`config.mk`:
```
export PLATFORM = sky130hd
export DESIGN_NAME = gemm_ws_stream_flat
export DESIGN_NICKNAME = d
export VERILOG_FILES = /design/src/rtl/gemm_pkg.sv /design/src/rtl/gemm_ws_stream_if.sv /design/src/rtl/gemm_ws_pe.sv /design/src/rtl/gemm_ws_stream.sv /design/src/flat_wrapper.sv
export SDC_FILE = /design/constraint.sdc
export NUM_CORES = 2
export LEC_CHECK = 0
export CORE_MARGIN = 3
export CORE_UTILIZATION = 60
export DETAILED_ROUTE_END_ITERATION = 16
export PLACE_DENSITY = 0.77
export SLEW_MARGIN = 40
export SYNTH_ARGS = -nofsm -noshare
export SYNTH_HDL_FRONTEND = slang
export SYNTH_SLANG_ARGS = --single-unit
```
`constraint.sdc`:
```
create_clock -name clk -period 52.5 [get_ports clk]
set_input_delay 7.875 -clock clk [delete_from_list [all_inputs] [get_ports clk]]
set_output_delay 7.875 -clock clk [all_outputs]
set_load 0.02 [all_outputs]
```
`src/rtl/gemm_pkg.sv`:
```
// Shared types and sizing helpers for the weight-stationary GEMM stream engine.
package gemm_pkg;

  typedef enum logic [1:0] {
    RUN   = 2'd0,
    DRAIN = 2'd1,
    SWAP  = 2'd2
  } gemm_state_e;

  function automatic int gemm_lat(input int in_dim, input int out_dim);
    return in_dim + out_dim;
  endfunction

  // Wide enough that IN_DIM full-scale products can never overflow.
  function automatic int gemm_acc_w(input int data_w, input int in_dim);
    return 2 * data_w + $clog2(in_dim);
  endfunction

endpackage

```
`src/rtl/gemm_ws_stream_if.sv`:
```
// Stream, weight-load and status bundle for gemm_ws_stream.
interface gemm_ws_stream_if #(
  parameter int IN_DIM  = 4,
  parameter int OUT_DIM = 4,
  parameter int DATA_W  = 8,
  parameter int OUT_W   = 8
);
  localparam int ROW_W = (IN_DIM > 1) ? $clog2(IN_DIM) : 1;

  logic                           w_load_valid;
  logic                           w_load_ready;
  logic [ROW_W-1:0]               w_load_row;
  logic [OUT_DIM-1:0][DATA_W-1:0] w_load_data;
  logic                           w_commit;
  logic                           w_commit_done;
  logic                           in_valid;
  logic                           in_ready;
  logic [IN_DIM-1:0][DATA_W-1:0]  in_data;
  logic                           out_valid;
  logic                           out_ready;
  logic [OUT_DIM-1:0][OUT_W-1:0]  out_data;
  logic                           busy;

  modport master (
    output w_load_valid, w_load_row, w_load_data, w_commit, in_valid, in_data, out_ready,
    input  w_load_ready, w_commit_done, in_ready, out_valid, out_data, busy
  );

  modport slave (
    input  w_load_valid, w_load_row, w_load_data, w_commit, in_valid, in_data, out_ready,
    output w_load_ready, w_commit_done, in_ready, out_valid, out_data, busy
  );
endinterface

```
`src/rtl/gemm_ws_pe.sv`:
```
// One systolic processing element: stationary weight, multiply-add, activation pass-through.
module gemm_ws_pe #(
  parameter int DATA_W = 8,
  parameter int ACC_W  = 17
) (
  input  logic              clk,
  input  logic              reset,
  input  logic              en,
  input  logic              w_load,
  input  logic [DATA_W-1:0] w_in,
  input  logic [DATA_W-1:0] a_in,
  input  logic [ACC_W-1:0]  p_in,
  output logic [DATA_W-1:0] a_out,
  output logic [ACC_W-1:0]  p_out
);
  logic [DATA_W-1:0]   w_q;
  logic [2*DATA_W-1:0] prod;

  assign prod = {{DATA_W{1'b0}}, a_in} * {{DATA_W{1'b0}}, w_q};

  always_ff @(posedge clk or posedge reset) begin
    if (reset) begin
      w_q   <= '0;
      a_out <= '0;
      p_out <= '0;
    end else begin
      if (w_load) w_q <= w_in;
      if (en) begin
        a_out <= a_in;
        p_out <= p_in + ACC_W'(prod);
      end
    end
  end
endmodule

```
`src/rtl/gemm_ws_stream.sv`:
```
// Weight-stationary systolic matrix-vector engine with double-buffered weights,
// valid/ready flow control and a drain-and-swap commit controller.
module gemm_ws_stream
  import gemm_pkg::*;
#(
  parameter int IN_DIM   = 4,
  parameter int OUT_DIM  = 4,
  parameter int DATA_W   = 8,
  parameter int ACC_W    = gemm_acc_w(DATA_W, IN_DIM),
  parameter int OUT_W    = DATA_W,
  parameter bit SATURATE = 1'b0
) (
  input logic             clk,
  input logic             reset,
  gemm_ws_stream_if.slave bus
);
  localparam int LAT   = gemm_lat(IN_DIM, OUT_DIM);
  localparam int OCC_W = $clog2(LAT + 1);

  gemm_state_e state, state_nxt;
  logic        commit_pending, swap, en, accept, out_hs, w_wr;
  logic [OCC_W-1:0] occ;
  logic [LAT-1:0]   vld;
  logic [IN_DIM-1:0][OUT_DIM-1:0][DATA_W-1:0] shadow;
  logic [IN_DIM-1:0][OUT_DIM-1:0][DATA_W-1:0] a_row;
  logic [IN_DIM:0][OUT_DIM-1:0][ACC_W-1:0]    p_col;
  logic [IN_DIM-1:0][DATA_W-1:0]              a_unused;

  assign bus.out_valid = vld[LAT-1];
  assign en     = !(vld[LAT-1] && !bus.out_ready);
  assign accept = bus.in_valid && bus.in_ready;
  assign out_hs = vld[LAT-1] && bus.out_ready;
  assign w_wr   = bus.w_load_valid && bus.w_load_ready && (int'(bus.w_load_row) < IN_DIM);
  assign bus.busy = (occ != '0) || (state != RUN);

  always_ff @(posedge clk or posedge reset) begin
    if (reset) state <= RUN;
    else       state <= state_nxt;
  end

  always_comb begin
    state_nxt = state;
    case (state)
      RUN:     if (commit_pending) state_nxt = (occ == '0) ? SWAP : DRAIN;
      DRAIN:   if (occ == '0) state_nxt = SWAP;
      default: state_nxt = RUN;
    endcase
  end

  always_comb begin
    swap              = 1'b0;
    bus.w_load_ready  = 1'b1;
    bus.w_commit_done = 1'b0;
    bus.in_ready      = 1'b0;
    case (state)
      RUN:  bus.in_ready = en && !commit_pending && !reset;
      SWAP: begin
        swap              = 1'b1;
        bus.w_load_ready  = 1'b0;
        bus.w_commit_done = 1'b1;
      end
      default: ;
    endcase
  end

  always_ff @(posedge clk or posedge reset) begin
    if (reset) begin
      commit_pending <= 1'b0;
      occ            <= '0;
      vld            <= '0;
      shadow         <= '0;
    end else begin
      if (swap)                              commit_pending <= 1'b0;
      else if (state == RUN && bus.w_commit) commit_pending <= 1'b1;
      if (accept && !out_hs)      occ <= occ + OCC_W'(1);
      else if (!accept && out_hs) occ <= occ - OCC_W'(1);
      if (en) vld <= {vld[LAT-2:0], accept};
      if (w_wr) shadow[bus.w_load_row] <= bus.w_load_data;
    end
  end

  // Row j is delayed j+1 cycles so its activation meets the partial sum coming down.
  for (genvar j = 0; j < IN_DIM; j++) begin : g_in_skew
    logic [DATA_W-1:0] sk [0:j];
    always_ff @(posedge clk or posedge reset) begin
      if (reset) begin
        for (int k = 0; k <= j; k++) sk[k] <= '0;
      end else if (en) begin
        sk[0] <= accept ? bus.in_data[j] : '0;
        for (int k = 1; k <= j; k++) sk[k] <= sk[k-1];
      end
    end
    assign a_row[j][0] = sk[j];
  end

  for (genvar i = 0; i < OUT_DIM; i++) begin : g_col
    assign p_col[0][i] = '0;
    for (genvar j = 0; j < IN_DIM; j++) begin : g_row
      logic [DATA_W-1:0] a_o;
      gemm_ws_pe #(.DATA_W(DATA_W), .ACC_W(ACC_W)) u_pe (
        .clk    (clk),
        .reset  (reset),
        .en     (en),
        .w_load (swap),
        .w_in   (shadow[j][i]),
        .a_in   (a_row[j][i]),
        .p_in   (p_col[j][i]),
        .a_out  (a_o),
        .p_out  (p_col[j+1][i])
      );
      if (i < OUT_DIM - 1) begin : g_fwd
        assign a_row[j][i+1] = a_o;
      end else begin : g_tail
        assign a_unused[j] = a_o;
      end
    end

    // Column i finishes OUT_DIM-1-i cycles early; delay it so all columns align.
    localparam int D = OUT_DIM - 1 - i;
    logic [OUT_W-1:0] y;
    assign y = (SATURATE && (|p_col[IN_DIM][i][ACC_W-1:OUT_W])) ? '1 : p_col[IN_DIM][i][OUT_W-1:0];
    if (D == 0) begin : g_nodly
      assign bus.out_data[i] = y;
    end else begin : g_dly
      logic [OUT_W-1:0] dq [0:D-1];
      always_ff @(posedge clk or posedge reset) begin
        if (reset) begin
          for (int k = 0; k < D; k++) dq[k] <= '0;
        end else if (en) begin
          dq[0] <= y;
          for (int k = 1; k < D; k++) dq[k] <= dq[k-1];
        end
      end
      assign bus.out_data[i] = dq[D-1];
    end
  end
endmodule

```
`src/flat_wrapper.sv`:
```
// flat-port wrapper written by rule: the top's interface ports become plain ports
module gemm_ws_stream_flat import gemm_pkg::*;
#(
  parameter int IN_DIM   = 4,
  parameter int OUT_DIM  = 4,
  parameter int DATA_W   = 8,
  parameter int ACC_W    = gemm_acc_w(DATA_W, IN_DIM),
  parameter int OUT_W    = DATA_W,
  parameter bit SATURATE = 1'b0
)
  (clk, reset, bus_w_load_valid, bus_w_load_row, bus_w_load_data, bus_w_commit, bus_in_valid, bus_in_data, bus_out_ready, bus_w_load_ready, bus_w_commit_done, bus_in_ready, bus_out_valid, bus_out_data, bus_busy);
  gemm_ws_stream_if #(.IN_DIM(IN_DIM), .OUT_DIM(OUT_DIM), .DATA_W(DATA_W), .OUT_W(OUT_W)) bus_i ();
  input logic clk;
  input logic reset;
  input wire logic [$bits(bus_i.w_load_valid)-1:0] bus_w_load_valid;
  input wire logic [$bits(bus_i.w_load_row)-1:0] bus_w_load_row;
  input wire logic [$bits(bus_i.w_load_data)-1:0] bus_w_load_data;
  input wire logic [$bits(bus_i.w_commit)-1:0] bus_w_commit;
  input wire logic [$bits(bus_i.in_valid)-1:0] bus_in_valid;
  input wire logic [$bits(bus_i.in_data)-1:0] bus_in_data;
  input wire logic [$bits(bus_i.out_ready)-1:0] bus_out_ready;
  output wire logic [$bits(bus_i.w_load_ready)-1:0] bus_w_load_ready;
  output wire logic [$bits(bus_i.w_commit_done)-1:0] bus_w_commit_done;
  output wire logic [$bits(bus_i.in_ready)-1:0] bus_in_ready;
  output wire logic [$bits(bus_i.out_valid)-1:0] bus_out_valid;
  output wire logic [$bits(bus_i.out_data)-1:0] bus_out_data;
  output wire logic [$bits(bus_i.busy)-1:0] bus_busy;
  assign bus_i.w_load_valid = bus_w_load_valid;
  assign bus_i.w_load_row = bus_w_load_row;
  assign bus_i.w_load_data = bus_w_load_data;
  assign bus_i.w_commit = bus_w_commit;
  assign bus_i.in_valid = bus_in_valid;
  assign bus_i.in_data = bus_in_data;
  assign bus_i.out_ready = bus_out_ready;
  assign bus_w_load_ready = bus_i.w_load_ready;
  assign bus_w_commit_done = bus_i.w_commit_done;
  assign bus_in_ready = bus_i.in_ready;
  assign bus_out_valid = bus_i.out_valid;
  assign bus_out_data = bus_i.out_data;
  assign bus_busy = bus_i.busy;
  gemm_ws_stream #(.IN_DIM(IN_DIM), .OUT_DIM(OUT_DIM), .DATA_W(DATA_W), .ACC_W(ACC_W), .OUT_W(OUT_W), .SATURATE(SATURATE)) u_core (.clk(clk), .reset(reset), .bus(bus_i));
endmodule
```
### Word level (Yosys, flattened, before mapping)

Cells that the tools add are included.

| cells by class | value |
|---|---|
| $add $sub $neg | 14 |
| multiply operators | 16 |
| div/mod/pow operators | 0 |
| $lt $le $gt $ge | 2 |
| eq/ne operators | 4 |
| shift-type cells | 0 |
| multiplexer cells | 18 |
| bitwise logic cells | 0 |
| reduce and logical (&&, ||, !) cells | 24 |

Operators by type and width:

| kind | number |
|---|---|
| $bwmux 128 | 1 |
| $mul 8x8->8 | 16 |
| $add 8x8->8 | 12 |
| $demux 32 s2 | 1 |
| $mux 32 | 1 |
| $mux 8 | 4 |
| $logic_and 1x1->1 | 10 |
| $mux 4 | 2 |
| $logic_not 1->1 | 6 |
| $mux 2 | 3 |
| $reduce_bool 2->1 | 3 |
| $mux 1 | 5 |
| $add 4x1->4 const B | 1 |
| $logic_not 4->1 | 1 |
| $ne 2x1->1 const B | 2 |
| $pmux 2 s2 | 1 |
| $reduce_bool 4->1 | 1 |
| $sub 4x1->4 const B | 1 |
| $lt 2x3->1 const B | 1 |
| $eq 2x1->1 const B | 1 |
| $eq 2x2->1 const B | 1 |
| $ge 2x1->1 const B | 1 |
| $logic_not 2->1 | 1 |
| $reduce_and 2->1 | 1 |
| $logic_or 1x1->1 | 1 |

| word-level totals | value |
|---|---|
| flip-flop bits (word level) | 623 |
| latch bits | 0 |
| memory bits (writable) | 0 |
| bits in read-only memories | 0 |
| bits of input ports | 72 |
| output and inout port bits | 37 |
| logic and storage cells | 158 |
| memories kept | 0 |

### Longest topological paths before layout

| depth | value |
|---|---|
| depth in word-level cells | 11 |
| mapped depth | 18 |
| gate-level depth less buffers | 17 |

### Cells and area by module

Synthesis repeated with hierarchy kept, for this count alone.

| second synthesis, totals | value |
|---|---|
| cells, all modules | 7456 |
| area total of the unflattened synthesis | 73479.2 µm² |

Modules (own cells, without submodules):

| module | instances | cells an instance | area each (µm²) | sequential area each (µm²) |
|---|---|---|---|---|
| gemm_ws_pe at u_core.g_col[1].g_row[2].u_pe ... | 7 | 419 | 3978.8 | 850.8 |
| gemm_ws_pe at u_core.g_col[0].g_row[0].u_pe ... | 5 | 410 | 3913.8 | 850.8 |
| gemm_ws_stream | 1 | 845 | 10321.1 | 6781.5 |
| gemm_ws_pe at u_core.g_col[3].g_row[2].u_pe ... | 2 | 398 | 3888.7 | 850.8 |
| gemm_ws_pe at u_core.g_col[1].g_row[1].u_pe | 1 | 415 | 3986.3 | 850.8 |
| gemm_ws_pe at u_core.g_col[3].g_row[1].u_pe | 1 | 417 | 3973.8 | 850.8 |

### Worst setup path after synthesis

No wires, ideal clock.

| timing path | value |
|---|---|
| kind | input port to output port |
| from | input port bus_out_ready |
| to | output port bus_in_ready |
| data arrival time | 8.585 ns |
| required time | 44.625 ns |
| path slack | 36.040 ns |
| cell stages on the path | 4 |
| cells stage by stage | nor2b_1 -> buf_6 -> or3_4 -> nor3_4 |

| between the ends | value |
|---|---|
| cells in the longest elaborated chain, start to end | 6 |

RTL lines:

| item | line | text |
|---|---|---|
| start: declaration | flat_wrapper.sv:21 | `input wire logic [$bits(bus_i.out_ready)-1:0] bus_out_ready;` |
| $logic_not 1->1 | gemm_ws_stream.sv:30 | `assign en = !(vld[LAT-1] && !bus.out_ready);` |
| $logic_and 1x1->1 | gemm_ws_stream.sv:30 |  |
| $logic_not 1->1 | gemm_ws_stream.sv:30 |  |
| $logic_and 1x1->1 (2 in series) | gemm_ws_stream.sv:56 | `RUN: bus.in_ready = en && !commit_pending && !reset;` |
| $mux 1 | gemm_ws_stream.sv:55 | `case (state)` |
| end: declaration | flat_wrapper.sv:24 | `output wire logic [$bits(bus_i.in_ready)-1:0] bus_in_ready;` |

No other way between the ends.

### Final worst setup path

Ends and elaborated chain as after synthesis.

==> metrics.txt <==
# TYPE chip_impl_metric gauge
chip_impl_info{name="root_buffer",value="clkbuf_16"} 1
chip_impl_metric{name="crit_path_max_fanout",unit=""} 22
chip_impl_metric{name="fin_nets",unit=""} 4865
chip_impl_metric{name="postPlaceCellArea",unit="mm^2"} 0.0410
chip_impl_info{name="final_cell_mix",value="nand2_1, dfrtp_1, inv_1, ha_1, fa_1"} 1
chip_impl_metric{name="timing.final.crit_share",unit="%"} 33.5
chip_impl_metric{name="crit_buf_inv",unit=""} 2
chip_impl_metric{name="grt_start_max_net_pins",unit=""} 124
chip_impl_metric{name="p_leak",unit="nW"} 23.0
chip_impl_metric{name="cts.repair_timing.setup_buffer_count",unit=""} 0
chip_impl_metric{name="final_cell_utilization_of_the_core",unit="%"} 67.2
chip_impl_info{name="cts_tree",value="built"} 1
chip_impl_metric{name="post_cts.resized_instances",unit=""} 0
chip_impl_metric{name="final.setup_skew",unit="ns"} 0.0339
chip_impl_metric{name="finalWorstPathRequiredPeriod",unit="ns"} 17.57
chip_impl_metric{name="syn_nets",unit=""} 4843
chip_impl_metric{name="routabilityCongestion",unit=""} 0.886
chip_impl_metric{name="floorplan.die_area",unit="mm^2"} 0.0689
chip_impl_metric{name="cts.clk_slew.worst_paths",unit="ns"} 0.06
chip_impl_metric{name="hold_viol_final",unit=""} 0
chip_impl_metric{name="place_ws",unit="ns"} 34.93
chip_impl_metric{name="cts_htree_levels",unit=""} 3
chip_impl_metric{name="synth_seq_cells",unit=""} 623
chip_impl_info{name="setup_repair_after_global_routing_missed_its_margin",value="no"} 1
chip_impl_metric{name="hpwlAfterDp",unit="um"} 57100
chip_impl_info{name="run_status",value="finished clean"} 1
chip_impl_metric{name="route.detailed.vias_per_inst",unit=""} 5.22
chip_impl_metric{name="totalWireLength",unit="um"} 80300
chip_impl_info{name="worstSetupEndpointType",value="primary output"} 1
chip_impl_info{name="crit_family",value="buffers and inverters"} 1
chip_impl_metric{name="final_count_of_negative_setup_slack_endpoints",unit=""} 0
chip_impl_metric{name="post_drt_wl_per_cell",unit="um"} 15.5
chip_impl_info{name="mostFrequentLayoutCell",value="nand2_1"} 1
chip_impl_metric{name="postSynth.asyncResetShare",unit="%"} 100
chip_impl_metric{name="cts.hold.buffers_added",unit=""} 0
chip_impl_metric{name="placementRows",unit=""} 93
chip_impl_metric{name="max_slew_margin",unit="%"} 45.9
chip_impl_metric{name="areaGrowthSynthToFinish",unit="%"} 10.2
chip_impl_metric{name="numClockSinks",unit=""} 623
chip_impl_metric{name="synthesis.area",unit="mm^2"} 0.0394
chip_impl_metric{name="power_per_cell_area",unit="mW/mm^2"} 32.6
chip_impl_metric{name="ys_seq_area_share",unit="%"} 39.5
chip_impl_metric{name="totalNegativeSetupSlack",unit="ns"} 0
chip_impl_metric{name="final_antenna_net_count",unit=""} 0
chip_impl_metric{name="first_pass_iters",unit=""} 5
chip_impl_info{name="critical_path.slowest_cell",value="clkdlybuf4s50_1"} 1
chip_impl_info{name="cp_common_cell",value="clkdlybuf4s50_1"} 1
chip_impl_metric{name="chipHeight",unit="um"} 262
chip_impl_metric{name="reg2regPathDepth",unit=""} 14
chip_impl_info{name="worst-setup-path-type",value="in -> out"} 1
chip_impl_metric{name="floorplan.die.width",unit="um"} 262
chip_impl_metric{name="critical_path_cell_count",unit=""} 5
chip_impl_metric{name="grt_pass1_wl",unit="um"} 137000
chip_impl_info{name="hold_path.class",value="reg -> reg"} 1
chip_impl_metric{name="multi_input_comb_area",unit="mm^2"} 0.0211
chip_impl_metric{name="synth-edff-count",unit=""} 0
chip_impl_metric{name="post_synth_num_cell_types",unit=""} 33
chip_impl_metric{name="ioPinCount",unit=""} 109
chip_impl_info{name="startpoint_type",value="primary input"} 1
chip_impl_metric{name="report.final.slew_viol_count",unit=""} 0
chip_impl_metric{name="ys_warn_count",unit=""} 0
chip_impl_metric{name="worstMarginPinSlew",unit="ns"} 0.811
chip_impl_metric{name="critical-path-max-stage-delay",unit="ns"} 0.64
chip_impl_metric{name="placeableCoreArea",unit="mm^2"} 0.0647
chip_impl_metric{name="fin_ws",unit="ns"} 34.93
chip_impl_metric{name="drc",unit=""} 0
chip_impl_metric{name="global_route.overflow_total",unit=""} 0
chip_impl_metric{name="cts.path.max_buffers",unit=""} 3
chip_impl_metric{name="drt_iter0_markers",unit=""} 1500
chip_impl_metric{name="via_count_of_the_first_global_routing_pass",unit=""} 27900
chip_impl_metric{name="initial_util",unit="%"} 61.0
chip_impl_metric{name="data_arrival_time_of_the_critical_path",unit="ns"} 9.69
chip_impl_metric{name="antenna_found_initial",unit=""} 5
chip_impl_info{name="worstPathCellList",value="clkdlybuf4s50_1 > nor2b_4 > or3_4 > nor3_4 > clkdlybuf4s50_1"} 1
chip_impl_metric{name="syn_avg_cell_area",unit="um^2"} 9.31
chip_impl_metric{name="total_grt_usage",unit="%"} 24.0
chip_impl_metric{name="layout.filler_cells",unit=""} 5143
chip_impl_metric{name="hold-path-cell-count",unit=""} 2
chip_impl_metric{name="vdd_ir_drop_max",unit="V"} 0.0000308
chip_impl_metric{name="final_layout_size_suffix_gt1_share",unit="%"} 4.41
chip_impl_metric{name="maxCapViolations",unit=""} 0
chip_impl_metric{name="synth_cells",unit=""} 4235
chip_impl_metric{name="route.vias.total",unit=""} 27000
chip_impl_info{name="synth_ff_type",value="dfrtp_1"} 1
chip_impl_metric{name="worst_skew_pair.late_latency",unit="ns"} 0.62
chip_impl_metric{name="timing.critical_path.required",unit="ns"} 44.62
chip_impl_metric{name="max_clock_freq",unit="MHz"} 56.9
chip_impl_metric{name="ff_latch_area",unit="mm^2"} 0.0156
chip_impl_metric{name="post-route-cell-area",unit="mm^2"} 0.0435
chip_impl_metric{name="buffer_ports.inserted",unit=""} 108
chip_impl_metric{name="cts_buffers",unit=""} 69
## cell type report
cell class	count	area share, %
Multi-Input combinational cell	2921	48.6
Sequential cell	623	35.9
Clock buffer	98	4.62
Inverter	511	4.45
Timing Repair Buffer	131	3.05
Tap cell	855	2.46
Clock inverter	28	0.918
Antenna cell	1	0.00576
## through the flow
step,power [mW],instances,hold WS (ns)
after floorplan,0.827,4235,0.430
after global placement,0.903,5039,0.441
after detailed placement,0.917,5041,0.449
after CTS,1.43,5167,0.457
after global routing,1.50,5167,0.479
final,1.42,5168,0.457
## synthesized netlist by cell type, types with 40 or more instances
master / number / area, um^2
a21oi_1: 53 / 265
mux2_2: 46 / 518
clkbuf_1: 109 / 409
inv_1: 511 / 1920
fa_1: 265 / 5310
nand2_1: 1518 / 5700
ha_1: 271 / 3390
mux2_1: 83 / 935
buf_2: 40 / 200
o21ai_1: 40 / 200
xnor2_1: 224 / 1960
dfrtp_1: 623 / 15600
and2_1: 227 / 1420
xor2_1: 60 / 526
## layer usage
| layer | global-route usage [%] | vias to the layer above | part of all wire, % |
|---|---|---|---|
| li1 | - | 12900 | - |
| met1 | 31.5 | 13500 | 43 |
| met2 | 41.4 | 468 | 50 |
| met3 | 3.74 | 158 | 3.9 |
| met4 | 7.21 | 8 | 3.0 |
| met5 | 0 | - | 0.068 |
## kinds of logic (layout without fill, tap and decap cells)
kind of cell               count (synthesis)  after routing  synth area share [%]
xor gates and xnor gates                 284            284                  6.31
adders and majority gates                536            536                  22.0
buffers and inverters                    691            768                  6.99
AOI/OAI and AO/OA                        188            188                  2.91
other                                      0              1                     0
and+or+nand+nor                         1784           1784                  18.5
DFF                                      623            623                  39.5
muxes                                    129            129                  3.68
## final timing paths
check	startpoint	endpoint	slack [ns]
max	bus_out_ready	bus_in_ready	34.93
max in group asynchronous	reset	u_core.g_col[1].g_row[3].u_pe.p_out[2]	42.00
min	u_core.shadow[23]	u_core.g_col[2].g_row[0].u_pe.w_q[7]	0.46
min reg2reg	u_core.shadow[23]	u_core.g_col[2].g_row[0].u_pe.w_q[7]	0.46
min in group asynchronous	reset	u_core.occ[1]	7.88
max reg2reg	u_core.a_row[35]	u_core.g_col[0].g_row[1].u_pe.p_out[7]	48.49
## power by group
group / leakage, nW / switching, mW / internal [mW]
combinational: 13.6 / 0.125 / 0.0946
clock: 1.17 / 0.199 / 0.308
sequential: 8.25 / 0.111 / 0.579
total: 23.0 / 0.435 / 0.982
## tightest hold or removal path: cells and delay by family, from the launching register on
kind | cells | cell delay [ns]
AND/OR/NAND/NOR | 2 | 0.10
flip-flops | 1 | 0.34
## flip-flops by register name, indices dropped and copies added (netlist names)
| signal | cells |
|---|---|
| u_core.commit_pending | 1 |
| u_core.g_col.g_row.u_pe.w_q | 128 |
| u_core.g_col.g_row.u_pe.p_out | 128 |
| u_core.bus.out_data | 16 |
| u_core.shadow | 128 |
| u_core.g_col.g_dly.dq | 32 |
| u_core.vld | 8 |
| u_core.state | 2 |
| u_core.g_in_skew.sk | 56 |
| u_core.g_col.g_row.u_pe.a_out | 96 |
| u_core.a_row | 24 |
| u_core.occ | 4 |
No activity file was read; power rests on OpenSTA's default activity.
